<file path="src/rtl/cam_pkg.sv">
// Shared sizing constants and types for the CAM core and its priority encoder.
package cam_pkg;

   localparam int CAM_WIDTH_LOG2 = 5;
   localparam int CAM_SIZE_LOG2  = 5;
   localparam int W              = 2 ** CAM_WIDTH_LOG2;
   localparam int AS             = CAM_SIZE_LOG2;
   localparam int DEPTH          = 2 ** CAM_SIZE_LOG2;

   typedef logic [W-1:0]     cam_data_t;
   typedef logic [AS-1:0]    cam_idx_t;
   typedef logic [DEPTH-1:0] cam_vec_t;

endpackage

</file>
<file path="src/rtl/cam_prio_enc.sv">
// Lowest-set-bit encoder: bit 0 has the highest priority.
module cam_prio_enc #(
   parameter int AS = 5
) (
   input  logic [2**AS-1:0] vec,
   output logic [AS-1:0]    idx,
   output logic             any
);

   always_comb begin
      idx = '0;
      any = |vec;
      // Walking downwards lets the lowest set bit overwrite any higher one.
      for (int i = 2**AS - 1; i >= 0; i--) begin
         if (vec[i]) idx = i[AS-1:0];
      end
   end

endmodule

</file>
<file path="src/rtl/cam_core.sv">
// Flop-based CAM responder: read, write and search, all results registered with 1-cycle latency.
module cam_core
   import cam_pkg::*;
#(
   parameter int ARRAY_WIDTH_LOG2 = CAM_WIDTH_LOG2,
   parameter int ARRAY_SIZE_LOG2  = CAM_SIZE_LOG2
) (
   input  logic                             clk,
   input  logic                             reset,
   input  logic                             read_i,
   input  logic [ARRAY_SIZE_LOG2-1:0]       read_index_i,
   input  logic                             write_i,
   input  logic [ARRAY_SIZE_LOG2-1:0]       write_index_i,
   input  logic [2**ARRAY_WIDTH_LOG2-1:0]   write_data_i,
   input  logic                             search_i,
   input  logic [2**ARRAY_WIDTH_LOG2-1:0]   search_data_i,
   output logic                             read_valid_o,
   output logic [2**ARRAY_WIDTH_LOG2-1:0]   read_value_o,
   output logic                             search_valid_o,
   output logic [ARRAY_SIZE_LOG2-1:0]       search_index_o
);

   localparam int DW = 2 ** ARRAY_WIDTH_LOG2;
   localparam int ND = 2 ** ARRAY_SIZE_LOG2;

   logic [DW-1:0]              data_q [ND];
   logic [ND-1:0]              valid_q;
   logic [ND-1:0]              match;
   logic [ARRAY_SIZE_LOG2-1:0] match_idx;
   logic                       match_any;
   logic                       read_hit;

   always_comb begin
      match = '0;
      for (int i = 0; i < ND; i++) begin
         match[i] = valid_q[i] && (data_q[i] == search_data_i);
      end
   end

   cam_prio_enc #(
      .AS (ARRAY_SIZE_LOG2)
   ) u_prio_enc (
      .vec (match),
      .idx (match_idx),
      .any (match_any)
   );

   assign read_hit = read_i && valid_q[read_index_i];

   // Data needs no reset; validity alone decides whether an entry can hit.
   always_ff @(posedge clk) begin
      if (!reset && write_i) data_q[write_index_i] <= write_data_i;
   end

   always_ff @(posedge clk) begin
      if (reset) begin
         valid_q        <= '0;
         read_valid_o   <= 1'b0;
         read_value_o   <= '0;
         search_valid_o <= 1'b0;
         search_index_o <= '0;
      end else begin
         if (write_i) valid_q[write_index_i] <= 1'b1;
         // Results come from the pre-write array: no bypass of a same-cycle write.
         read_valid_o   <= read_hit;
         read_value_o   <= read_hit ? data_q[read_index_i] : '0;
         search_valid_o <= search_i && match_any;
         search_index_o <= (search_i && match_any) ? match_idx : '0;
      end
   end

endmodule

</file>
<file path="config.mk">
export PLATFORM = sky130hd
export DESIGN_NAME = cam_core
export DESIGN_NICKNAME = d
export VERILOG_FILES = /design/src/rtl/cam_pkg.sv /design/src/rtl/cam_prio_enc.sv /design/src/rtl/cam_core.sv
export SDC_FILE = /design/constraint.sdc
export NUM_CORES = 2
export LEC_CHECK = 0
export ABC_AREA = 0
export BUFFER_PORTS_ARGS = -buffer_cell sky130_fd_sc_hd__buf_2
export CORE_MARGIN = 8
export CORE_UTILIZATION = 28
export CTS_BUF_LIST = sky130_fd_sc_hd__clkbuf_16
export DETAILED_ROUTE_END_ITERATION = 10
export PLACE_DENSITY = 0.53
export REMOVE_ABC_BUFFERS = 1
export SLEW_MARGIN = 5
export SYNTH_ARGS = -nofsm -noshare
export SYNTH_HDL_FRONTEND = slang
export SYNTH_SLANG_ARGS = --single-unit
</file>
<file path="constraint.sdc">
create_clock -name clk -period 3.5 [get_ports clk]
set_clock_uncertainty 0.15 [all_clocks]
set_input_delay 0.35 -clock clk [delete_from_list [all_inputs] [get_ports clk]]
set_output_delay 0.35 -clock clk [all_outputs]
set_load 0.01 [all_outputs]
</file>
==> flow_summary.yaml <==
timing:
  final_max_slew_viol_count: 0
  hold_ws_ns: 0.111
  slew-limit-headroom_pct: 20.9
  fmax_ghz: 0.288
  period_needed_ns: 3.47
  post-route-period-util_pct: 99.2
  grt_setup_unrepaired: "no"
  tightest_slew_ns: 1.19
  hold_viol: 0
  setup_viol: 0
layout:
  multiInputGateArea_um2: 20400
  regArea_um2: 32200
  drive_gt1_share_pct: 30.0
  synthToLayoutAreaGrowth_pct: 20.0
  fillCellCount: 18400
  finish.net_count: 3806
worst_setup_path:
  endpoint_kind: "flop"
  crit_required_ns: 3.98
  timing_worst_setup_path_type: "reg2reg"
  r2r-end: "search_index_o[1]"
  start_kind: "flop"
  crit_fanout: 3
  reg2reg_depth: 12
  arrival_ns: 3.95
  r2r-start: "data_q[28][10]"
  reg2reg_slack_ns: 0.03
  crit_start: "data_q[28][10]"
clocking:
  clock-root-buffer: "clkbuf_16"
  clkSinkCount: 1095
  clkTransAtPathRegs_ns: 0.07
  cts_tree: "done"
  htree_levels: 3
  clock_path_buffers: 3
  cts_made_buffers: 114
  post-cts-setup-buffers: 0
  clk_latency_ns: 0.75
die:
  num_io_pins: 118
  dieArea_um2: 207000
  rows: 161
  die_h_um: 455
  start_util_pct: 28.1
  core-area_um2: 192000
  die_x_um: 455
global_route:
  grt_max_degree: 37
  grt_use_total_pct: 21.0
  grt-ovfl-total: 0
  grt_pass1_wl_um: 296000
  antenna_found_initial: 26
  grt_pass1_vias: 32900
yosys:
  synth-main-ff-cell: "edfxtp_1"
  synth_cells: 3282
  yosysUniqueCellTypes: 54
  ys_seq_elements: 1095
  synthArstFlopShare_pct: 0
  synth_area_um2: 53900
  yosys_warnings: 0
  seq_area_frac_synth_pct: 59.7
  synth_edf_count: 1024
  syn_avg_cell_area_um2: 16.4
status:
  status: "completed"
drt:
  ant_nets: 0
  first_iter_violations: 4370
  vias: 33600
  vias_per_cell: 5.28
  drcViolationCount: 0
  routedWlPerCell_um: 35.2
  drt_wl_total_um: 224000
  dr.pass1.iters: 6
power_and_ir_drop:
  p_per_area_nw_per_um2: 475
  finalPower_mw: 30.7
  irDropWorstVdd_mv: 0.372
  p_leak_nw: 20.3
placement:
  hpwl_um: 167000
  gp_congestion: 1.02
  port-buffer-count: 117
hold_path:
  holdPathStages: 4
  hold_end: "read_value_o[31]"
  hold_path.class: "in2reg"
  hp-start: "read_i"
job:
  max_cap_viol_count: 0
-- cells in the mapped netlist, types with 2 or more instances --
master	count	area [µm²]
nand4_1	211	1320
nand3b_1	6	45.0
mux2i_1	32	320
edfxtp_1	1024	30700
dfxtp_1	71	1420
nand2b_1	4	25.0
xor2_1	201	1760
or4_1	11	82.6
xnor2_2	10	163
mux4_2	330	7430
o21ai_1	2	10.0
nor4_1	79	494
nor3_1	16	80.1
o22ai_1	32	200
or3_1	2	12.5
o21ai_0	3	15.0
buf_4	7	52.6
buf_8	2	30.0
buf_2	74	370
or4_4	10	113
xnor2_1	813	7120
nand3_1	37	185
nor2_1	75	282
buf_6	62	698
buf_12	7	140
a21oi_1	4	20.0
clkbuf_1	61	229
nor2b_1	2	12.5
nand2_1	19	71.3
a31oi_1	3	18.8
inv_1	37	139
nand4_2	2	25.0
nor4_2	2	25.0
o211ai_1	2	15.0
buf_1	9	33.8
or3b_2	2	17.5
-- layout by cell type, fill, tap and decap left out, drive strengths merged, types with 3 or more instances in the layout --
cell type    synthesis  final
a21oi                4      4
nand4              213    213
mux2i               32     32
buf                161    548
edfxtp            1024   1024
nor3                17     17
a31oi                3      3
nor4                81     81
nand2b               4      4
dlygate4sd3          0      3
nand3               38     38
or4                 21     21
clkinvlp             0     13
nor2                76     76
xor2               201    201
nand2               21     21
mux4               330    330
xnor2              823    823
dfxtp               71     71
inv                 37     45
clkbuf              61    118
nand3b               6      6
diode                0     12
bufinv               0     16
o21ai                5      5
clkinv               0     59
o22ai               32     32
-- what timing repair did --
| item | 4_1_cts | 5_1_grt |
|---|---|---|
| gates resized for setup | 11 | 11 |
| pin swaps | 2 | 8 |
| hold buffers | 3 | 0 |
| endpoints found under the setup margin | 3 | 3 |
| hold endpoints to repair | 19 | 0 |
-- per-layer routing --
metal  vias to the layer above  wire, µm  GRT usage, %
met5                         -        16             0
met4                         4     13400          10.8
met3                       314     16500          2.89
met2                      1726    104000          33.7
met1                     18000     90000          27.9
li1                      13600         -             -
-- cell type report --
class	count	share of cell area (%)
Sequential cell	1095	49.8
Multi-Input combinational cell	1928	31.5
Timing Repair Buffer	551	7.58
Tap cell	2526	4.89
Clock buffer	118	4.57
Clock inverter	96	1.41
Inverter	37	0.215
Antenna cell	12	0.0464
-- sequential cells by signal (all words and copies together) (netlist names) --
signal and flops:
read_valid_o 1, search_index_o 5, data_q 1024, valid_q 32, search_valid_o 1, read_value_o 32
-- where the power goes --
group	internal (mW)	switching, mW	total, mW
Combinational	1.29	2.13	3.43
Sequential	14.4	0.0605	14.5
Clock	7.29	5.51	12.8
-- worst max-delay path, stage by stage (launching register included) --
cell and delay (ns):
edfxtp_1 0.41, xnor2_1 0.28, nand4_1 0.20, nor4_1 0.29
nand4_1 0.13, or4_4 0.60, a311oi_4 0.38, o311ai_1 0.14
buf_4 0.16, a31oi_4 0.25, o211ai_1 0.11, a31oi_1 0.21
nor4_2 0.07
-- kinds of logic (layout without fill, tap and decap cells) --
logic type,after synthesis,after routing,share of synthesized area [%]
AOI/OAI and AO/OA,54,54,0.662
xor gates and xnor gates,1024,1024,16.8
buffers and inverters,259,802,3.14
DFF,1095,1095,59.7
muxes,363,363,14.4
other,0,12,0
and+or+nand+nor,487,487,5.31
-- how the worst max path moves through the flow --
stage / to / slack (ns) / cells past startpoint
after CTS: search_index_o[0] / 0.009 / 12
after global routing: search_index_o[1] / 0.004 / 12
final: search_index_o[1] / 0.03 / 12
after detailed placement: search_index_o[1] / -0.81 / 14
after global placement: search_index_o[0] / -0.78 / 14
after floorplan: data_q[12][0] / 0.53 / 3
-- stage by stage --
| stage | setup slack [ns] | setup TNS, ns | area (µm²) | util (%) | std cells |
|---|---|---|---|---|---|
| after floorplan | 0.525 | 0 | 52300 | - | 3060 |
| after global placement | -0.780 | -2.97 | 60600 | 31.6 | 6134 |
| after detailed placement | -0.813 | -3.07 | 60600 | 31.6 | 6134 |
| after CTS | 0.00908 | 0 | 64600 | 33.6 | 6351 |
| after global routing | 0.00405 | 0 | 64600 | 33.7 | 6352 |
| final | 0.0283 | 0 | 64700 | 33.7 | 6363 |
Note: power is estimated with default switching activity, not from simulation.
